### src/rtl/switch_debouncer.sv
// Synchronizes the raw slide-switch vector to clk and forwards a new value only
// after it has been seen unchanged for STABLE_CYCLES consecutive synchronized samples.
module switch_debouncer #(
  parameter int WIDTH         = 8,
  parameter int SYNC_STAGES   = 2,
  parameter int STABLE_CYCLES = 4
) (
  input  logic             clk,
  input  logic             btnC,
  input  logic [WIDTH-1:0] sw_in,
  output logic [WIDTH-1:0] sw_out,
  output logic             changed,
  output logic [WIDTH-1:0] changed_mask,
  output logic             busy
);

  localparam int CntWidth = $clog2(STABLE_CYCLES) + 1;
  localparam logic [CntWidth-1:0] LastCnt = CntWidth'(STABLE_CYCLES - 1);
  localparam logic [CntWidth-1:0] OneCnt  = CntWidth'(1);

  typedef enum logic {
    Idle     = 1'b0,
    Settling = 1'b1
  } debState;

  debState          state;
  logic [WIDTH-1:0] syncChain [SYNC_STAGES];
  logic [WIDTH-1:0] sync;
  logic [WIDTH-1:0] candidate;
  logic [CntWidth-1:0] cnt;

  // Only syncChain[0] touches the asynchronous input.
  always_ff @(posedge clk) begin
    if (btnC) begin
      for (int i = 0; i < SYNC_STAGES; i++) syncChain[i] <= '0;
    end else begin
      syncChain[0] <= sw_in;
      for (int i = 1; i < SYNC_STAGES; i++) syncChain[i] <= syncChain[i-1];
    end
  end

  assign sync = syncChain[SYNC_STAGES-1];

  always_ff @(posedge clk) begin
    if (btnC) begin
      state        <= Idle;
      candidate    <= '0;
      cnt          <= '0;
      sw_out       <= '0;
      changed      <= 1'b0;
      changed_mask <= '0;
    end else begin
      changed      <= 1'b0;
      changed_mask <= '0;
      case (state)
        Idle: begin
          if (sync != sw_out) begin
            candidate <= sync;
            cnt       <= OneCnt;
            state     <= Settling;
          end
        end
        Settling: begin
          if (sync == candidate) begin
            if (cnt == LastCnt) begin
              sw_out       <= candidate;
              changed      <= 1'b1;
              changed_mask <= sw_out ^ candidate;
              cnt          <= '0;
              state        <= Idle;
            end else begin
              cnt <= cnt + OneCnt;
            end
          end else if (sync == sw_out) begin
            // Bounce returned to the accepted value: abandon quietly.
            cnt   <= '0;
            state <= Idle;
          end else begin
            // Any differing bit restarts the whole vector, so no partial update escapes.
            candidate <= sync;
            cnt       <= OneCnt;
          end
        end
        default: state <= Idle;
      endcase
    end
  end

  assign busy = (state == Settling);

endmodule

### config.mk
export PLATFORM = sky130hd
export DESIGN_NAME = switch_debouncer
export DESIGN_NICKNAME = d
export VERILOG_FILES = /design/src/rtl/switch_debouncer.sv
export SDC_FILE = /design/constraint.sdc
export NUM_CORES = 1
export LEC_CHECK = 0
export ABC_AREA = 1
export CAP_MARGIN = 25
export CORE_MARGIN = 5
export CORE_UTILIZATION = 48
export CTS_BUF_LIST = sky130_fd_sc_hd__clkbuf_16
export CTS_CLUSTER_SIZE = 30
export DETAILED_ROUTE_END_ITERATION = 12
export PLACE_DENSITY = 0.86
export SLEW_MARGIN = 15
export SYNTH_ARGS = -nofsm -noshare
export SYNTH_HDL_FRONTEND = slang
export SYNTH_SLANG_ARGS = --single-unit
### constraint.sdc
create_clock -name clk -period 1.34 [get_ports clk]
set_input_delay 0.201 -clock clk [delete_from_list [all_inputs] [get_ports clk]]
set_output_delay 0.201 -clock clk [all_outputs]
set_load 0.05 [all_outputs]
==> metrics.yaml, run 1 <==
antennaDiodeCount: 0
regArea_sq_um: 956
final_hold_viol_count: 0
most-common-layout-cells: "sky130_fd_sc_hd__nand2_1, sky130_fd_sc_hd__buf_4, sky130_fd_sc_hd__inv_1"
place_ws_ps: -192
post_dp_cell_area_sq_um: 2720
time_the_worst_path_needs_with_i_o_delays_and_setup_ps: 1640
worst_path_dominant_cell_family: "simple AND/OR/NAND/NOR gates"
synthesis.area_sq_um: 1880
tns_ps: -6800
io_buffer_count: 27
grt_pass1_wl_microns: 9630
gp_congestion: 0.883
drv.max_cap_violation_count: 0
fin_area_sq_um: 3150
fp-row-count: 22
grt_start_max_net_pins: 18
timing.critical_path.from: "syncChain[0][11]"
power.density_nw_per_um2: 1050
first_iter_violations: 340
synthesis.nets: 279
clk_root_buffer_cell: "sky130_fd_sc_hd__clkbuf_16"
setup.worst_path.class: "flip-flop to flip-flop"
cts.clk_slew.worst_paths_ps: 60
path_max_fanout: 7
route.final.wire_length_microns: 6650
ys_seq_area_share_pct: 47.8
grt_use_met1_pct: 28.4
detail_route.wl_per_cell_microns: 16.8
setup_slack_ps: -297
cp_num_buf_inv: 3
crit_path_max_incr_delay_ps: 360
cp-end-kind: "flip-flop"
start_kind: "flip-flop"
route.detailed.vias_per_inst: 5.47
grt.met2_usage_pct: 41.0
start_util_pct: 50.3
r2r.worst_path.cells: 10
regToRegSetupSlack_ps: -300
worstSkewPairLatency_ps: 290
post_synthesis_instance_total: 268
clock-skew-final_ps: 7.91
antenna_found_initial: 0
tritoncts: "yes"
final_net_count: 358
timing.slew.headroom_pct: 81.8
number_of_hold_buffers_added_after_cts: 0
remaining_drc_errors: 0
crit_arrival_ps: 1860
endpoint: "sw_out[7]"
worst_reg2reg_endpoint: "sw_out[7]"
design_power_total_w: 0.00331
grt_util_met3_pct: 5.10
area_taken_by_multi_input_logic_gates_sq_um: 940
clockBufferDepth: 2
rsz0062_at_grt: "true"
ys.warnings.count: 0
fillerInstances: 196
overflow: 0
max_clock_freq_mhz: 611
vdd_drop_max_mv: 1.07
failing_checks: "setup timing"
grt_most_used_layer: "met2"
synth_area_per_cell_sq_um: 7.03
grt_pass1_vias: 2052
drtPass1Iterations: 5
detail-route-antenna-nets: 0
cp.required_ps: 1560
period_share_pct: 122
power.static_leakage_nw: 1.43
cp.depth: 10
outcome: "finished, violations left"
ioPinCount: 28
syn_to_final_growth_pct: 67.1
worst_path_max_delay_cell: "sky130_fd_sc_hd__dfxtp_2"
synth_cell_types: 20
finalSetupViolations: 29
htree_num_levels: 2
ys_ff_latch: 45
clock_sinks: 45
chipWidth_microns: 72.7
cell_chain_of_the_critical_path: "inv_2, nand2_1, nand3_2, nand3b_1, nor2_4, buf_6, nand3_4, inv_2, nand2_2, nand2_1"
drive_gt1_share_pct: 46.3
reg2reg_from: "syncChain[0][11]"
hp-class: "flip-flop to flip-flop"
cts_made_buffers: 5
fp.dieH_microns: 72.7
slew_violations: 0
dp.final_hpwl_microns: 3380
via_count: 2167
global_route.usage.total_pct: 23.7
commonest_non_fill_non_tap_cell_in_the_layout: "sky130_fd_sc_hd__nand2_1"
timing_worst_slew_pin_value_ps: 271
area_of_the_core_sq_um: 3740
design.die.area_sq_um: 5280
==> area by class of cell <==
| type | instances | area share [%] |
|---|---|---|
| Sequential cell | 45 | 30.4 |
| Inverter | 49 | 6.00 |
| Multi-Input combinational cell | 170 | 29.8 |
| Clock inverter | 3 | 0.358 |
| Tap cell | 48 | 1.91 |
| Clock buffer | 5 | 3.97 |
| Timing Repair Buffer | 76 | 27.6 |
==> layer usage <==
layer  vias to the layer above  wire length (microns)
li1                        964                      -
met1                       994                   2530
met2                       171                   3150
met3                        38                    656
met4                         0                    308
met5                         -                      0
==> logic make-up after synthesis <==
| kind of cell | synth area share, % |
|---|---|
| DFF | 47.8 |
| AOI/OAI and AO/OA | 6.57 |
| buffers and inverters | 11.3 |
| xor gates and xnor gates | 0.930 |
| and+or+nand+nor | 32.7 |
| adders and majority gates | 0.664 |
==> state kept, by name, summed over array words and instances (netlist names) <==
register      flops
candidate         8
syncChain        16
busy              1
sw_out            8
changed           1
changed_mask      8
cnt               3
==> what timing repair did <==
item | CTS | global route
pin swaps | 23 | 13
endpoints found under the setup margin | 29 | 29
resized for setup | 59 | 24
cloned | 1 | 0
setup buffers | 5 | 3
==> synthesized netlist by cell type <==
cell / number / area [sq um]
sky130_fd_sc_hd__inv_2: 8 / 30.0
sky130_fd_sc_hd__dfxtp_1: 45 / 901
sky130_fd_sc_hd__nand3b_1: 1 / 7.51
sky130_fd_sc_hd__nand3_1: 21 / 105
sky130_fd_sc_hd__nor2_2: 2 / 12.5
sky130_fd_sc_hd__a21oi_2: 7 / 61.3
sky130_fd_sc_hd__nand2_1: 76 / 285
sky130_fd_sc_hd__nor2_1: 44 / 165
sky130_fd_sc_hd__xnor2_1: 2 / 17.5
sky130_fd_sc_hd__o21ai_2: 2 / 17.5
sky130_fd_sc_hd__buf_1: 2 / 7.51
sky130_fd_sc_hd__nand2_2: 2 / 12.5
sky130_fd_sc_hd__o21ai_0: 6 / 30.0
sky130_fd_sc_hd__nand3_4: 1 / 17.5
sky130_fd_sc_hd__buf_6: 1 / 11.3
sky130_fd_sc_hd__inv_1: 41 / 154
sky130_fd_sc_hd__buf_2: 2 / 10.0
sky130_fd_sc_hd__ha_1: 1 / 12.5
sky130_fd_sc_hd__nor2_4: 1 / 11.3
sky130_fd_sc_hd__a21oi_1: 3 / 15.0
==> power breakdown <==
part	switching (W)	total (W)	internal [W]
Sequential	0.0000525	0.00144	0.00139
Combinational	0.000399	0.000708	0.000310
Clock	0.000489	0.00116	0.000671
==> metrics by stage <==
step | utilization [%] | hold WS, ps | std cells
floorplan | - | 308 | 268
global placement | 72.7 | 389 | 379
detailed placement | 72.7 | 398 | 379
CTS | 81.6 | 399 | 393
global route | 84.1 | 412 | 396
finish | 84.1 | 398 | 396
==> how the worst min path moves through the flow <==
stage,from,endpoint,depth (start not counted)
global route,syncChain[0][6],syncChain[0][14],2
global placement,syncChain[0][6],syncChain[0][14],2
floorplan,sw_in[0],syncChain[0][0],2
finish,syncChain[0][6],syncChain[0][14],2
CTS,syncChain[0][6],syncChain[0][14],2
detailed placement,syncChain[0][1],syncChain[0][9],2
==> tightest hold or removal path, stage by stage (launching register included) <==
cell and delay, ps:
sky130_fd_sc_hd__dfxtp_1 290, sky130_fd_sc_hd__inv_1 40, sky130_fd_sc_hd__nor2_1 30
(Power assumes the default switching activity.)
==> inputs of run 2 (changes only) <==
--- a/config.mk
+++ b/config.mk
@@ -13,6 +13,7 @@
 export CTS_CLUSTER_SIZE = 30
 export DETAILED_ROUTE_END_ITERATION = 12
 export PLACE_DENSITY = 0.86
+export SKIP_LAST_GASP = 1
 export SLEW_MARGIN = 15
 export SYNTH_ARGS = -nofsm -noshare
 export SYNTH_HDL_FRONTEND = slang
==> constraint.sdc (replaced) <==
create_clock -name clk -period 1.34 [get_ports clk]
set_input_delay 0.134 -clock clk [delete_from_list [all_inputs] [get_ports clk]]
set_output_delay 0.134 -clock clk [all_outputs]
set_load 0.05 [all_outputs]
==> metrics.yaml, run 2 (same netlist as run 1, synthesis figures left out) <==
ioPinCount: 28  # unchanged
power.density_nw_per_um2: 1050  # about the same
clock-skew-final_ps: 8.28  # was 7.91 ps
largest_reg_flops: 16  # unchanged
clockBufferDepth: 2  # unchanged
design.die.area_sq_um: 5280  # unchanged
global_route.usage.total_pct: 23.9  # was 23.7%
clk_root_buffer_cell: "sky130_fd_sc_hd__clkbuf_16"  # unchanged
cts.clk_slew.worst_paths_ps: 60  # about the same
power.static_leakage_nw: 1.42  # was 1.43 nW
route.final.wire_length_microns: 6300  # was 6650 microns
htree_num_levels: 2  # unchanged
path_max_fanout: 7  # unchanged
regArea_sq_um: 955  # was 956 sq um
io_buffer_count: 27  # unchanged
area_of_the_core_sq_um: 3740  # unchanged
failing_checks: "setup timing"  # unchanged
max_clock_freq_mhz: 660  # was 611 MHz
route.detailed.vias_per_inst: 5.31  # was 5.47
grt_pass1_vias: 2076  # was 2052
detail-route-antenna-nets: 0  # unchanged
via_count: 2101  # was 2167
worst_hold_slack_ps: 359  # was 398 ps
clock_sinks: 45  # unchanged
timing_worst_slew_pin_value_ps: 278  # was 271 ps
utilization_pct: 83.2  # was 84.1%
time_the_worst_path_needs_with_i_o_delays_and_setup_ps: 1520  # was 1640 ps
antennaDiodeCount: 0  # unchanged
remaining_drc_errors: 0  # unchanged
final_net_count: 358  # unchanged
syn_to_final_growth_pct: 65.3  # was 67.1%
drv.max_cap_violation_count: 0  # unchanged
start_kind: "flip-flop"  # unchanged
first_iter_violations: 199  # was 340
final_hold_viol_count: 0  # unchanged
most-common-layout-cells: "sky130_fd_sc_hd__nand2_1, sky130_fd_sc_hd__buf_4, sky130_fd_sc_hd__inv_1"  # unchanged
dp.final_hpwl_microns: 3380  # unchanged
dp_cells: 379  # unchanged
gp_congestion: 0.883  # unchanged
tritoncts: "yes"  # unchanged
tns_ps: -4020  # was -6800 ps
period_share_pct: 113  # was 122%
rsz0062_at_grt: "true"  # unchanged
start_util_pct: 50.3  # unchanged
fp-row-count: 22  # unchanged
worstSkewPairLatency_ps: 290  # about the same
timing.slew.headroom_pct: 81.3  # was 81.8%
setup_slack_ps: -176  # was -297 ps
chipWidth_microns: 72.7  # unchanged
detail_route.wl_per_cell_microns: 15.9  # was 16.8 microns
area_taken_by_multi_input_logic_gates_sq_um: 911  # was 940 sq um
crit_arrival_ps: 1740  # was 1860 ps
drive_gt1_share_pct: 44.5  # was 46.3%
antenna_found_initial: 0  # unchanged
design_power_total_w: 0.00329  # was 0.00331 W
fp.dieH_microns: 72.7  # unchanged
outcome: "finished, violations left"  # unchanged
cp.required_ps: 1560  # about the same
finalSetupViolations: 29  # unchanged
setup.worst_path.class: "flip-flop to flip-flop"  # unchanged
grt_pass1_wl_microns: 9720  # was 9630 microns
vdd_drop_max_mv: 0.853  # was 1.07 mV
number_of_hold_buffers_added_after_cts: 0  # unchanged
slew_violations: 0  # unchanged
cp-end-kind: "flip-flop"  # unchanged
overflow: 0  # unchanged
commonest_non_fill_non_tap_cell_in_the_layout: "sky130_fd_sc_hd__nand2_1"  # unchanged
fillerInstances: 195  # was 196
drtPass1Iterations: 5  # unchanged
registers.top_by_ff_count: "syncChain"  # unchanged
cts_made_buffers: 5  # unchanged
hp-class: "primary input to flip-flop"  # was flip-flop to flip-flop
finalNonFillerCells: 396  # unchanged
grt_start_max_net_pins: 18  # unchanged
==> run 2: cell counts in the layout (fill, tap and decap cells not counted) <==
No cell type changed its count.
==> run 2: through the flow <==
step,cell area (sq um),worst slack (ps)
floorplan,1920,22.0
global placement,2720,-127
detailed placement,2720,-192
CTS,3050,-147
global route,3120,-247
finish,3120,-176
==> run 2: path summary, 6_finish.rpt <==
path                                    endpoint            start  slack, ps  depth (start not counted)
worst min register to register  syncChain[0][14]  syncChain[0][6]        400                          2
worst min-delay path             syncChain[0][1]         sw_in[1]        360                          3
worst max register to register         sw_out[7]  syncChain[0][8]       -180                         11
worst max-delay path                   sw_out[7]  syncChain[0][8]       -180                         11
==> run 2: what timing repair did <==
| item | in CTS | in global routing |
|---|---|---|
| gates cloned | 1 | 0 |
| gates resized for setup | 57 | 17 |
| pin swaps | 23 | 14 |
| buffers inserted | 5 | 3 |
| endpoints found under the setup margin | 29 | 29 |
==> run 2: report_power, final <==
| part | leakage [nW] | total [W] | internal, W | switching (W) |
|---|---|---|---|---|
| registers | 0.381 | 0.00144 | 0.00139 | 0.0000518 |
| logic | 0.961 | 0.000693 | 0.000313 | 0.000380 |
| clock network | 0.0776 | 0.00115 | 0.000670 | 0.000481 |
==> run 2: area by class of cell <==
| type | instances | share of cell area [%] |
|---|---|---|
| clock inverters | 3 | 0.361 |
| well taps | 48 | 1.93 |
| repair buffers | 76 | 27.8 |
| inverters | 49 | 6.06 |
| clock buffers | 5 | 4.02 |
| flip-flops and latches | 45 | 30.6 |
| multi-input cells | 170 | 29.2 |
==> run 2: layer usage <==
layer / global-route usage (%) / share of wire, % / vias up
li1: - / - / 960
met1: 28.3 / 37 / 983
met2: 41.1 / 50 / 124
met3: 4.96 / 7.9 / 34
met4: 11.5 / 5.1 / 0
met5: 0 / 0 / -
==> run 2: worst max-delay path, cell delays in order, from the launching register on <==
cell and delay [ps]:
sky130_fd_sc_hd__dfxtp_2 350, sky130_fd_sc_hd__inv_2 50, sky130_fd_sc_hd__nand2_1 50, sky130_fd_sc_hd__nand2_1 60
sky130_fd_sc_hd__nor2_2 130, sky130_fd_sc_hd__nand3b_1 140, sky130_fd_sc_hd__nor2_4 180, sky130_fd_sc_hd__buf_6 130
sky130_fd_sc_hd__nand3_4 130, sky130_fd_sc_hd__inv_2 110, sky130_fd_sc_hd__nand2_2 40, sky130_fd_sc_hd__nand2_1 60
